### config.mk
export PLATFORM = sky130hd
export DESIGN_NAME = eco32f_wb_arbiter
export DESIGN_NICKNAME = d
export VERILOG_FILES = /design/src/rtl/eco32f_arb_pkg.sv /design/src/rtl/eco32f_arb_watchdog.sv /design/src/rtl/eco32f_wb_arbiter.sv
export SDC_FILE = /design/constraint.sdc
export NUM_CORES = 1
export LEC_CHECK = 0
export BUFFER_PORTS_ARGS = -buffer_cell sky130_fd_sc_hd__buf_2
export CAP_MARGIN = 5
export CORE_AREA = 2 2 131 133
export DETAILED_ROUTE_END_ITERATION = 12
export DIE_AREA = 0 0 133 135
export PLACE_DENSITY_LB_ADDON = 0.1
export SLEW_MARGIN = 10
export SYNTH_ARGS = -nofsm -noshare
export SYNTH_HDL_FRONTEND = slang
export SYNTH_SLANG_ARGS = --single-unit
### constraint.sdc
create_clock -name wb_clk_i -period 4.55 [get_ports wb_clk_i]
set_input_delay 0.2275 -clock wb_clk_i [delete_from_list [all_inputs] [get_ports wb_clk_i]]
set_output_delay 0.2275 -clock wb_clk_i [all_outputs]
set_load 0.05 [all_outputs]
### src/rtl/eco32f_arb_pkg.sv
// Shared types and constants for the eco32f two-master Wishbone arbiter.
package eco32f_arb_pkg;

    typedef enum logic {
        IDLE = 1'b0,
        BUSY = 1'b1
    } state_t;

    // Owner encoding doubles as the one-hot grant vector.
    typedef enum logic [1:0] {
        OWN_NONE = 2'b00,
        OWN_M0   = 2'b01,
        OWN_M1   = 2'b10
    } owner_t;

    localparam logic [2:0] CTI_CLASSIC = 3'b000;
    localparam logic [2:0] CTI_CONST   = 3'b001;
    localparam logic [2:0] CTI_INCR    = 3'b010;
    localparam logic [2:0] CTI_EOB     = 3'b111;

    // Sole requester wins; on a tie the master that did not own the bus last wins.
    function automatic owner_t pick_winner(input logic req0, input logic req1, input owner_t last);
        if (req0 && req1) begin
            return (last == OWN_M0) ? OWN_M1 : OWN_M0;
        end else if (req1) begin
            return OWN_M1;
        end else if (req0) begin
            return OWN_M0;
        end
        return OWN_NONE;
    endfunction

endpackage

### src/rtl/eco32f_arb_watchdog.sv
// Wait counter for stalled strobes; flags when the count reaches TIMEOUT.
module eco32f_arb_watchdog
    import eco32f_arb_pkg::*;
#(
    parameter int unsigned TIMEOUT = 255
) (
    input  logic clk,
    input  logic rst,
    input  logic count_en,
    input  logic clear,
    output logic expired
);

    logic [15:0] count;

    // Clear has priority so a fired timeout restarts the wait from zero.
    always_ff @(posedge clk) begin
        if (rst) begin
            count <= '0;
        end else if (clear) begin
            count <= '0;
        end else if (count_en) begin
            count <= count + 16'd1;
        end
    end

    assign expired = (count == 16'(TIMEOUT));

endmodule

### src/rtl/eco32f_wb_arbiter.sv
// Round-robin arbiter sharing one Wishbone slave between the eco32f
// instruction bus (m0) and data bus (m1), with a stalled-access watchdog.
module eco32f_wb_arbiter
    import eco32f_arb_pkg::*;
#(
    parameter int unsigned AW      = 32,
    parameter int unsigned DW      = 32,
    parameter int unsigned TIMEOUT = 255
) (
    input  logic            wb_clk_i,
    input  logic            wb_rst_i,
    input  logic [AW-1:0]   m0_adr_i,
    input  logic [DW-1:0]   m0_dat_i,
    input  logic [DW/8-1:0] m0_sel_i,
    input  logic            m0_we_i,
    input  logic            m0_cyc_i,
    input  logic            m0_stb_i,
    input  logic [2:0]      m0_cti_i,
    input  logic [1:0]      m0_bte_i,
    output logic [DW-1:0]   m0_dat_o,
    output logic            m0_ack_o,
    output logic            m0_err_o,
    output logic            m0_rty_o,
    input  logic [AW-1:0]   m1_adr_i,
    input  logic [DW-1:0]   m1_dat_i,
    input  logic [DW/8-1:0] m1_sel_i,
    input  logic            m1_we_i,
    input  logic            m1_cyc_i,
    input  logic            m1_stb_i,
    input  logic [2:0]      m1_cti_i,
    input  logic [1:0]      m1_bte_i,
    output logic [DW-1:0]   m1_dat_o,
    output logic            m1_ack_o,
    output logic            m1_err_o,
    output logic            m1_rty_o,
    output logic [AW-1:0]   s_adr_o,
    output logic [DW-1:0]   s_dat_o,
    output logic [DW/8-1:0] s_sel_o,
    output logic            s_we_o,
    output logic            s_cyc_o,
    output logic            s_stb_o,
    output logic [2:0]      s_cti_o,
    output logic [1:0]      s_bte_o,
    input  logic [DW-1:0]   s_dat_i,
    input  logic            s_ack_i,
    input  logic            s_err_i,
    input  logic            s_rty_i,
    output logic [1:0]      grant_o,
    output logic            timeout_o
);

    state_t state, state_n;
    owner_t owner, owner_n;
    owner_t last_owner, last_owner_n;

    logic busy, own_m1, own_cyc, own_stb, slave_resp;
    logic count_en, fire, expired;

    assign busy       = (state == BUSY);
    assign own_m1     = (owner == OWN_M1);
    assign own_cyc    = own_m1 ? m1_cyc_i : m0_cyc_i;
    assign own_stb    = own_m1 ? m1_stb_i : m0_stb_i;
    assign slave_resp = s_ack_i | s_err_i | s_rty_i;

    // A slave answer on the expiry cycle wins over the forced error.
    assign count_en = busy & own_stb & ~slave_resp;
    assign fire     = count_en & expired;

    eco32f_arb_watchdog #(
        .TIMEOUT(TIMEOUT)
    ) u_watchdog (
        .clk     (wb_clk_i),
        .rst     (wb_rst_i),
        .count_en(count_en),
        .clear   (~count_en | fire),
        .expired (expired)
    );

    // State, owner and round-robin history registers.
    always_ff @(posedge wb_clk_i) begin
        if (wb_rst_i) begin
            state      <= IDLE;
            owner      <= OWN_NONE;
            last_owner <= OWN_M1;
        end else begin
            state      <= state_n;
            owner      <= owner_n;
            last_owner <= last_owner_n;
        end
    end

    // Grant from IDLE on any cyc; release when the owner's cyc is seen low.
    always_comb begin
        state_n      = state;
        owner_n      = owner;
        last_owner_n = last_owner;
        case (state)
            IDLE: begin
                if (m0_cyc_i || m1_cyc_i) begin
                    state_n      = BUSY;
                    owner_n      = pick_winner(m0_cyc_i, m1_cyc_i, last_owner);
                    last_owner_n = owner_n;
                end
            end
            BUSY: begin
                if (!own_cyc) begin
                    state_n = IDLE;
                    owner_n = OWN_NONE;
                end
            end
            default: begin
                state_n = IDLE;
                owner_n = OWN_NONE;
            end
        endcase
    end

    // Route the owner's request to the slave and the slave response back to the owner only.
    always_comb begin
        s_adr_o   = '0;
        s_dat_o   = '0;
        s_sel_o   = '0;
        s_we_o    = 1'b0;
        s_cyc_o   = 1'b0;
        s_stb_o   = 1'b0;
        s_cti_o   = '0;
        s_bte_o   = '0;
        m0_ack_o  = 1'b0;
        m0_err_o  = 1'b0;
        m0_rty_o  = 1'b0;
        m1_ack_o  = 1'b0;
        m1_err_o  = 1'b0;
        m1_rty_o  = 1'b0;
        grant_o   = OWN_NONE;
        timeout_o = 1'b0;
        if (busy) begin
            s_adr_o   = own_m1 ? m1_adr_i : m0_adr_i;
            s_dat_o   = own_m1 ? m1_dat_i : m0_dat_i;
            s_sel_o   = own_m1 ? m1_sel_i : m0_sel_i;
            s_we_o    = own_m1 ? m1_we_i  : m0_we_i;
            s_cti_o   = own_m1 ? m1_cti_i : m0_cti_i;
            s_bte_o   = own_m1 ? m1_bte_i : m0_bte_i;
            s_cyc_o   = own_cyc;
            s_stb_o   = own_stb & ~fire;
            m0_ack_o  = ~own_m1 & s_ack_i;
            m0_err_o  = ~own_m1 & (s_err_i | fire);
            m0_rty_o  = ~own_m1 & s_rty_i;
            m1_ack_o  = own_m1 & s_ack_i;
            m1_err_o  = own_m1 & (s_err_i | fire);
            m1_rty_o  = own_m1 & s_rty_i;
            grant_o   = owner;
            timeout_o = fire;
        end
    end

    assign m0_dat_o = s_dat_i;
    assign m1_dat_o = s_dat_i;

endmodule
==> results of run 1 <==
-- path summary, 6_finish.rpt --
check,to,start,slack (ns)
max,s_dat_o[27],busy$_SDFF_PP0_,1.35
min,last_owner[0]$_SDFFE_PP0P_,wb_rst_i,0.23
min reg2reg,u_watchdog.count[0]$_SDFFE_PP0P_,u_watchdog.count[0]$_SDFFE_PP0P_,0.47
max reg2reg,owner[1]$_SDFFE_PP0P_,busy$_SDFF_PP0_,2.38
-- metal layers --
metal  up-vias  part of all wire, %
met4         4                  1.4
met3        12                   11
met5         -                 0.18
li1       1313                    -
met1      1306                   44
met2       190                   43
-- state kept, by name, summed over array words and instances (netlist names) --
register          flops
busy                  1
last_owner            2
owner                 2
u_watchdog.count     16
-- cell type report --
type                       count  area [um^2]  area share (%)
multi-input combinational    174         1266           38.45
timing repair buffer         244         1229           37.31
sequential                    21        420.4           12.77
tap                          220        275.3           8.359
clock buffer                   4        78.83           2.394
inverter                       5        18.77          0.5699
antenna                        2        5.005          0.1520
-- per-stage QoR --
step	std cells	hold slack, ns	instance area, um^2	utilization (%)
4_1_cts	668	0.2353	3288	20.04
6_report	670	0.2310	3293	20.07
5_1_grt	670	0.2504	3293	20.07
3_5_place_dp	664	0.4519	3209	19.56
3_3_place_gp	664	0.4527	3209	19.56
2_1_floorplan	283	0.2966	2257	-
-- cell usage in the layout (no fill, tap or decap), types with 4 or more instances in the layout --
cell type,instances
nand2_1,6
nand4_1,4
nor3_1,6
xnor2_1,13
nand3_1,5
a22o_1,75
nor2_1,27
buf_2,241
nor4_1,6
inv_1,5
dfxtp_1,21
-- report_power, final --
part / internal [mW] / total, mW / switching (mW)
clock: 0.119 / 0.189 / 0.0698
sequential: 0.187 / 0.193 / 0.00564
combinational: 0.126 / 0.414 / 0.288
-- cell families (layout without fill, tap and decap cells) --
group | Yosys count | count (layout) | share of synthesized area, %
adder cells (fa/ha/maj) | 1 | 1 | 0.5542
flip-flops | 21 | 21 | 18.63
multiplexers | 2 | 2 | 0.9423
XOR/XNOR | 14 | 14 | 5.432
AO/OA/AOI/OAI | 84 | 84 | 31.76
AND/OR/NAND/NOR | 73 | 73 | 17.02
buffers and inverters | 88 | 253 | 25.66
other | 0 | 2 | 0
==> metrics.md, run 1 <==
| Metric | Value |
|---|---|
| Total power | `0.7960 mW` |
| Most frequent cell after synthesis | `a22o_1` |
| Unique masters post-synth | `34` |
| Top-Level Pins | `338` |
| Worst-skew pair later-pin latency | `0.25 ns` |
| Number of synthesized flops with an enable pin | `0` |
| Final GP Congestion | `0.8581` |
| Final setup viols | `0` |
| Final worst setup slack | `1.347 ns` |
| Post-CTS resize count | `0` |
| Global-route wire length before repair | `19,710 um` |
| CTS H-tree depth | `1` |
| Async set-reset flop share out of synthesis | `0%` |
| Leak | `1.675 nW` |
| Fillers | `1,903` |
| Crit path capture type | `output port` |
| Sequential fraction of the synthesis area | `approximately a fifth` |
| Die Y | `135 um` |
| Net count, final | `639` |
| Placed wire-length estimate | `12,680 um` |
| CP required | `approximately 4.3 ns` |
| All-Layer GR Usage | `between 10 and 15%` |
| VDD IR-drop max | `0.0001065 V` |
| Outcome | `completed` |
| CTS max path bufs | `2` |
| Met3 usage | `7.132%` |
| WP data arrival | `2.98 ns` |
| Worst Tran Pin Value | `between 1 and 1.5 ns` |
| Vias in the first global route | `between 2,000 and 3,000` |
| Drt drc | `0` |
| Fin Setup TNS | `0 ns` |
| Vias post-DR | `2,825` |
| Layout area overhead | `45.90%` |
| CTS Hold Bufs | `0` |
| Clk_skew | `0.004584 ns` |
| M1 GR Usage | `around a fifth` |
| Critical path buffer and inverter count | `2` |
| M2 GR Usage | `22.28%` |
| Max-slew violations | `0` |
| Starting Density | `13.76%` |
| Fmax achieved | `around 310 MHz` |
| Dominant cells by area after synthesis | `a22o_1, buf_4, dfxtp_1, xnor2_1, nor2_1` |
| Area of the die | `around 0.018 mm^2` |
| Hold Path Stages | `2` |
| Share of the synthesized area in the top cell type | `29.10%` |
| Crit-path max FO | `57` |
| Busiest layer in global routing | `met2` |
| Worst rel slew slack | `a little under a quarter` |
| Ys flop type | `dfxtp_1` |
| Pwr per Cell Area | `241.7 mW/mm^2` |
| Drt first pass iters | `4` |
| Final hold viol count | `0` |
| CTS sink cnt | `21` |
| Worst Reg-to-Reg Cells | `4` |
| Num CTS Buffers | `3` |
| Post-Syn Nets | `473` |
| Yosys Warn Count | `0` |
| Remaining Overflow, GRT | `0` |
| DR iter-0 viols | `152` |
| I/O Buffers | `241` |
| Post-synthesis register bit count | `21` |
| Critical path launch point type | `flop` |
| RSZ-0062 raised after global routing | `false` |
| Final worst-path cycle share | `a little over two thirds` |
| Critical Path Max Stage Delay | `1.00 ns` |
| Max cap viols | `0` |
| Worst hold-check path type | `in2reg` |
| DR WL/cell | `22.24 um` |
| Die width | `133 um` |
| Avg Cell Area, Syn | `7.976 um^2` |
| Routed Antenna Nets | `0` |
| Final WL | `14,900 um` |
| Yosys top cell by area | `a22o_1` |
| Crit. path cell count | `4` |
| Fin crit period | `3.203 ns` |
| CP Cell Sequence | `and2_2 > buf_4 > a22o_1 > buf_2` |
| Crit-path leading delay family | `simple AND/OR/NAND/NOR gates` |
| Post-synthesis cell count | `283` |
| Initial antenna violation count | `4` |
| Critical-path top delay cell | `and2_2` |
| Site Rows | `47` |
| Setup bufs post-CTS | `0` |
| Vias/cell | `between 4 and 5` |
| Core outline area | `0.01641 mm^2` |
| Kind of critical path | `reg2out` |
| CTS tree | `yes` |
| Largest net degree at the start of global routing | `58` |
| Clock Tree Root | `clkbuf_16` |
| Clk pin slew, worst setup/hold paths | `0.06 ns` |
| Top cells by count, synth | `a22o_1, buf_4, nor2_1` |
| Proportion of layout cells with a drive suffix above 1 | `between 50% and 60%` |
| Place WS | `1.641 ns` |
| Mapped cell area | `0.002257 mm^2` |
Power figures use the tool's default switching activity.
==> run 2: changes to the inputs <==
- ABC_AREA: unset -> 1
- CORE_AREA: 2 2 131 133 -> 2 2 132 134
- DIE_AREA: 0 0 133 135 -> 0 0 134 136
- clock period: 4.55 -> 2.9 ns (I/O delays scaled with it)
==> run 2 against run 1 <==
Register-to-register slack worse by 1.4 ns. Area after synthesis up 26%. Final cell count grew 36%.
==> metrics.md, run 2 <==
| Metric | Value |
|---|---|
| Max reg flops | `16` |
| Net count, final | `875` |
| Final hold viol count | `0` |
| DR iter-0 viols | `134` |
| Pwr per Cell Area | `348.5 mW/mm^2` |
| CTS Hold Bufs | `0` |
| Dominant cells by area after synthesis | `nand2_1, buf_4, a21oi_1, dfxtp_1, inv_1` |
| Final WL | `14,030 um` |
| CTS max path bufs | `2` |
| Sw Ratio | `between 40% and 50%` |
| Fin Setup TNS | `0 ns` |
| Final worst-path cycle share | `78.50%` |
| Mapped cell area | `0.002841 mm^2` |
| CTS sink cnt | `21` |
| Sequential fraction of the synthesis area | `between 10 and 15%` |
| CTS tree | `yes` |
| Largest Register | `u_watchdog.count` |
| Avg Cell Area, Syn | `5.412 um^2` |
| Critical path launch point type | `flop` |
| Leak | `2.139 nW` |
| Post-Syn Nets | `715` |
| M2 GR Usage | `23.36%` |
| Final setup viols | `0` |
| Fmax achieved | `439.3 MHz` |
| Initial antenna violation count | `4` |
| All-Layer GR Usage | `13.63%` |
| Ys flop type | `dfxtp_1` |
| Yosys Warn Count | `0` |
| Num CTS Buffers | `3` |
| Most frequent cell after synthesis | `nand2_1` |
| Crit path capture type | `output port` |
| Largest net degree at the start of global routing | `62` |
| Vias in the first global route | `3,218` |
| Crit-path max FO | `19` |
| Commonest non-fill, non-tap cell in the layout | `buf_2` |
| Number of synthesized flops with an enable pin | `0` |
| P_sw | `0.6673 mW` |
| Top-Level Pins | `338` |
| Critical-path top delay cell | `dfxtp_1` |
| CP required | `~2.8 ns` |
| Int Pwr | `0.6823 mW` |
| Worst hold-check path type | `in2reg` |
| Met3 usage | `4.213%` |
| CP Cell Sequence | `inv_1 > nor2_4 > buf_4 > nand2_1 > a21oi_1 > buf_2` |
| VDD IR-drop max | `0.0001802 V` |
| Post-synthesis cell count | `roughly 530` |
| DR WL/cell | `about 15 um` |
| Fillers | `2,023` |
| FF/Latch Area | `420.4 um^2` |
| CTS H-tree depth | `1` |
| Layout area overhead | `36.28%` |
| Die Y | `136 um` |
| Fin crit period | `2.277 ns` |
| Site Rows | `48` |
| Kind of critical path | `reg2out` |
| Unique masters post-synth | `28` |
| Outcome | `completed` |
| Sequential Power Share | `22.4%` |
| M1 GR Usage | `17.64%` |
| Busiest layer in global routing | `met2` |
| Worst rel slew slack | `between 60 and 70%` |
| Drt first pass iters | `6` |
| Proportion of layout cells with a drive suffix above 1 | `38.60%` |
| Combinational Power Share | `55.0%` |
| Register-to-Register Setup Slack | `1.01 ns` |
| Placed wire-length estimate | `about 11,000 um` |
| Most frequent cells in the layout | `buf_2, nand2_1, a21oi_1` |
| I/O Buffers | `241` |
| Critical Path Max Stage Delay | `0.41 ns` |
| Top flop regs | `u_watchdog.count x16, last_owner x2, owner x2` |
| Max-slew violations | `0` |
| Post-synthesis register bit count | `21` |
| Max cap viols | `0` |
| Remaining Overflow, GRT | `0` |
| Die width | `134 um` |
| Worst Tran Pin Value | `0.4938 ns` |
| Area of the die | `~0.018 mm^2` |
| Clk pin slew, worst setup/hold paths | `0.06 ns` |
| Starting Density | `16.84%` |
| Top cells by count, synth | `nand2_1, a21oi_1, buf_4` |
| Final GP Congestion | `0.8092` |
| Vias post-DR | `3,716` |
| Drt drc | `0` |
| Post-layout util | `22.95%` |
| Share of the synthesized area in the top cell type | `28.14%` |
| Clock Power Share | `a little under a quarter` |
| Async set-reset flop share out of synthesis | `0%` |
| Global-route wire length before repair | `19,580 um` |
| Clk_skew | `about 0.0081 ns` |
| Post-CTS resize count | `0` |
| Routed Antenna Nets | `0` |
| Core outline area | `roughly 0.017 mm^2` |
| Worst-skew pair later-pin latency | `0.26 ns` |
| Setup bufs post-CTS | `0` |
| WP data arrival | `2.13 ns` |
| Multi-input gate area | `0.001683 mm^2` |
| Yosys top cell by area | `nand2_1` |
| Clock Tree Root | `clkbuf_16` |
| RSZ-0062 raised after global routing | `false` |
| Vias/cell | `4.079` |
[run 2: cell count changes after synthesis, sizes merged, moves of 4 or more]
cell | previous run | this run
a21oi | 2 | 87
a22o | 75 | 0
and2 | 4 | 0
buf | 68 | 81
clkbuf | 15 | 11
inv | 5 | 33
nand2 | 6 | 215
nand3 | 5 | 19
nor2 | 28 | 37
nor4 | 6 | 0
xnor2 | 13 | 1
[run 2: power by group through the flow]
stage / combinational [mW] / clock, mW / sequential [mW]
after floorplan: 0.733 / 0 / 0.306
after global placement: 0.749 / 0 / 0.308
after detailed placement: 0.746 / 0 / 0.309
after CTS: 0.749 / 0.318 / 0.302
after global routing: 0.793 / 0.325 / 0.304
final: 0.742 / 0.306 / 0.302
[run 2: cell type report]
class	count	share of cell area, %
multi-input combinational	379	43.46
sequential	21	10.86
timing repair buffer	247	32.96
antenna	2	0.1292
tap	225	7.270
clock inverter	1	0.1939
clock buffer	3	1.939
inverter	33	3.199
[run 2: kinds of logic (layout without fill, tap and decap cells)]
| family | after synthesis | count (layout) | share of synthesized area [%] |
|---|---|---|---|
| AND/OR/NAND/NOR | 279 | 279 | 40.42 |
| buffers and inverters | 125 | 284 | 26.24 |
| AO/OA/AOI/OAI | 96 | 96 | 17.17 |
| flip-flops | 21 | 21 | 14.80 |
| XOR/XNOR | 3 | 3 | 0.9249 |
| adder cells (fa/ha/maj) | 1 | 1 | 0.4403 |
| other | 0 | 2 | 0 |
[run 2: worst paths after layout]
check,startpoint,to,cells after the start
worst max-delay path,owner[1]$_SDFFE_PP0P_,s_adr_o[9],6
worst min-delay path,wb_rst_i,last_owner[0]$_SDFFE_PP0P_,2
worst max register to register,owner[0]$_SDFFE_PP0P_,u_watchdog.count[7]$_SDFFE_PP0P_,8
worst min register to register,u_watchdog.count[0]$_SDFFE_PP0P_,u_watchdog.count[0]$_SDFFE_PP0P_,1
[run 2: critical path, delay by kind of cell, from the launching register on]
| family | cells | cell delay (ns) |
|---|---|---|
| and+or+nand+nor | 2 | 0.54 |
| DFF | 1 | 0.41 |
| buffers and inverters | 3 | 0.73 |
| AOI/OAI and AO/OA | 1 | 0.19 |
[run 2: metrics by stage]
step | cell area, um^2 | power (mW) | hold slack [ns] | setup WS [ns] | cells
after global placement | 3785 | 1.057 | 0.2905 | 0.8245 | 905
after detailed placement | 3785 | 1.054 | 0.2905 | 0.8602 | 905
after CTS | 3867 | 1.369 | 0.1026 | 0.5585 | 909
after floorplan | 2841 | 1.039 | 0.2141 | 0.6590 | 525
final | 3872 | 1.350 | 0.1034 | 0.6235 | 911
after global routing | 3867 | 1.422 | 0.1142 | 0.4048 | 909
[run 2: per-layer routing]
layer	wire length, um	vias up
met3	1265	8
met1	5785	1640
met2	6914	156
met5	33	-
met4	34	6
li1	-	1906
==> run 3: changes to the inputs <==
- clock period: 2.9 -> 1.98 ns (I/O delays scaled with it)
==> run 3 against run 2 <==
Clock-buffer cell count up 1. Sequential cell count unchanged. Combinational power up 59%. Die area unchanged. Non-clock buffer count up 4. Final cell count up 0.33%. First-iteration DRC count up 9.7%. Wire length up 3.4%. Core utilization up 1.7 points. Via count up 2.4%. Critical endpoint is now s_cyc_o.
==> metrics.md, run 3 (synthesized netlist as in run 2, its figures left out) <==
| Metric | Value |
|---|---|
| Final GP Congestion | `roughly 0.86` |
| Crit-path max FO | `33` |
| Top-Level Pins | `between 300 and 400` |
| Commonest non-fill, non-tap cell in the layout | `nand2_1` |
| Site Rows | `48` |
| FF/Latch Area | `422.9 um^2` |
| Fin area | `0.004164 mm^2` |
| Fillers | `2,001` |
| Drt drc | `0` |
| All-Layer GR Usage | `14.28%` |
| Vias/cell | `4.162` |
| Crit-path leading delay family | `buffers and inverters` |
| Max cap viols | `0` |
| Max reg flops | `16` |
| Multi-input gate area | `roughly 0.0017 mm^2` |
| Top flop regs | `u_watchdog.count x16, last_owner x2, owner x2` |
| CP Cell Sequence | `inv_1 > nand2_2 > buf_6 > nand2_1 > o22ai_2 > buf_4` |
| Global-route wire length before repair | `20,270 um` |
| Num CTS Buffers | `3` |
| DR iter-0 viols | `147` |
| VDD IR-drop max | `~0.00028 V` |
| Final WL | `14,510 um` |
| Initial antenna violation count | `1` |
| DR WL/cell | `15.87 um` |
| Placement-stage cell area | `0.003933 mm^2` |
| Remaining Overflow, GRT | `0` |
| CP required | `1.88 ns` |
| Final hold viol count | `0` |
| CTS sink cnt | `21` |
| Clk pin slew, worst setup/hold paths | `0.06 ns` |
| I/O Buffers | `241` |
| Critical path buffer and inverter count | `3` |
| Die Y | `136 um` |
| Leak | `2.209 nW` |
| Final setup viols | `0` |
| Kind of critical path | `reg2out` |
| Placed wire-length estimate | `about 12,000 um` |
| Clk_skew | `0.001549 ns` |
| CTS max path bufs | `2` |
| CTS Hold Bufs | `0` |
| Routed Antenna Nets | `0` |
| Fin crit period | `between 1.5 and 2 ns` |
| Proportion of layout cells with a drive suffix above 1 | `between 30% and 40%` |
| Area of the die | `0.01822 mm^2` |
| Max-slew violations | `0` |
| Net count, final | `between 800 and 900` |
| Critical Path Max Stage Delay | `around 0.42 ns` |
| Most frequent cells in the layout | `nand2_1, buf_2, a21oi_1` |
| DP Cell Count | `a little over 900` |
| Worst Tran Pin Value | `0.4264 ns` |
| Critical-path top delay cell | `dfxtp_1` |
| WP data arrival | `between 1.5 and 2 ns` |
| Worst hold-check path type | `in2reg` |
| CTS tree | `yes` |
| Outcome | `completed` |
| Core outline area | `0.01688 mm^2` |
| CTS H-tree depth | `1` |
| Worst rel slew slack | `71.27%` |
| Vias in the first global route | `3,531` |
| Vias post-DR | `roughly 3,800` |
| Starting Density | `16.84%` |
| Die width | `134 um` |
| Crit path capture type | `output port` |
| Drt first pass iters | `4` |
| Pwr per Cell Area | `494.1 mW/mm^2` |
| Clock Tree Root | `clkbuf_16` |
| Hold_ws | `about 0.050 ns` |
| Fmax achieved | `525.5 MHz` |
| Final worst-path cycle share | `96.11%` |
| Worst-skew pair later-pin latency | `~0.25 ns` |
| Layout area overhead | `46.54%` |
| Largest net degree at the start of global routing | `45` |
| Critical path launch point type | `flop` |
| Post-Layout Cell Count | `914` |
| RSZ-0062 raised after global routing | `true` |
| Fin Setup TNS | `0 ns` |
| Largest Register | `u_watchdog.count` |
## run 3: cell type report
cell class                 count  share of cell area, %
multi-input combinational    379                  41.05
timing repair buffer         251                  37.05
sequential                    21                  10.16
tap                          225                  6.761
inverter                      33                  3.035
clock buffer                   4                  1.893
antenna                        1                0.06010
## run 3: stage by stage
stage	power (mW)	worst slack [ns]	utilization, %
floorplan	1.524	0.03118	-
detailed placement	1.598	0.1977	23.30
global route	2.176	-0.03515	24.67
finish	2.057	0.07699	24.67
CTS	2.065	0.001317	24.05
global placement	1.598	0.2296	23.30
## run 3: metal layers
| metal | vias up | global-route usage (%) | wire, um |
|---|---|---|---|
| met3 | 8 | 3.393 | 1021 |
| met4 | 0 | 2.187 | 123 |
| met5 | - | 0 | 0 |
| li1 | 1916 | - | - |
| met1 | 1719 | 17.02 | 5714 |
| met2 | 161 | 26.41 | 7649 |
## run 3: what timing repair did
action / 4_1_cts / 5_1_grt
pin swaps: 0 / 2
resized for setup: 5 / 41
buffers inserted: 0 / 1
setup endpoints to repair: 15 / 50
cloned: 1 / 0
## run 3: power by group
part,internal (mW),switching [mW]
logic,0.371,0.811
clock network,0.274,0.157
registers,0.432,0.0113
total,1.08,0.980
## run 3: final timing paths
kind                                                        from                               end  slack (ns)  cells after the start
worst min register to register  u_watchdog.count[0]$_SDFFE_PP0P_  u_watchdog.count[0]$_SDFFE_PP0P_        0.44                      1
worst min-delay path                                    wb_rst_i        last_owner[0]$_SDFFE_PP0P_        0.05                      2
worst max-delay path                       owner[0]$_SDFFE_PP0P_                           s_cyc_o        0.08                      6
worst max register to register             owner[0]$_SDFFE_PP0P_  u_watchdog.count[9]$_SDFFE_PP0P_        0.37                      9
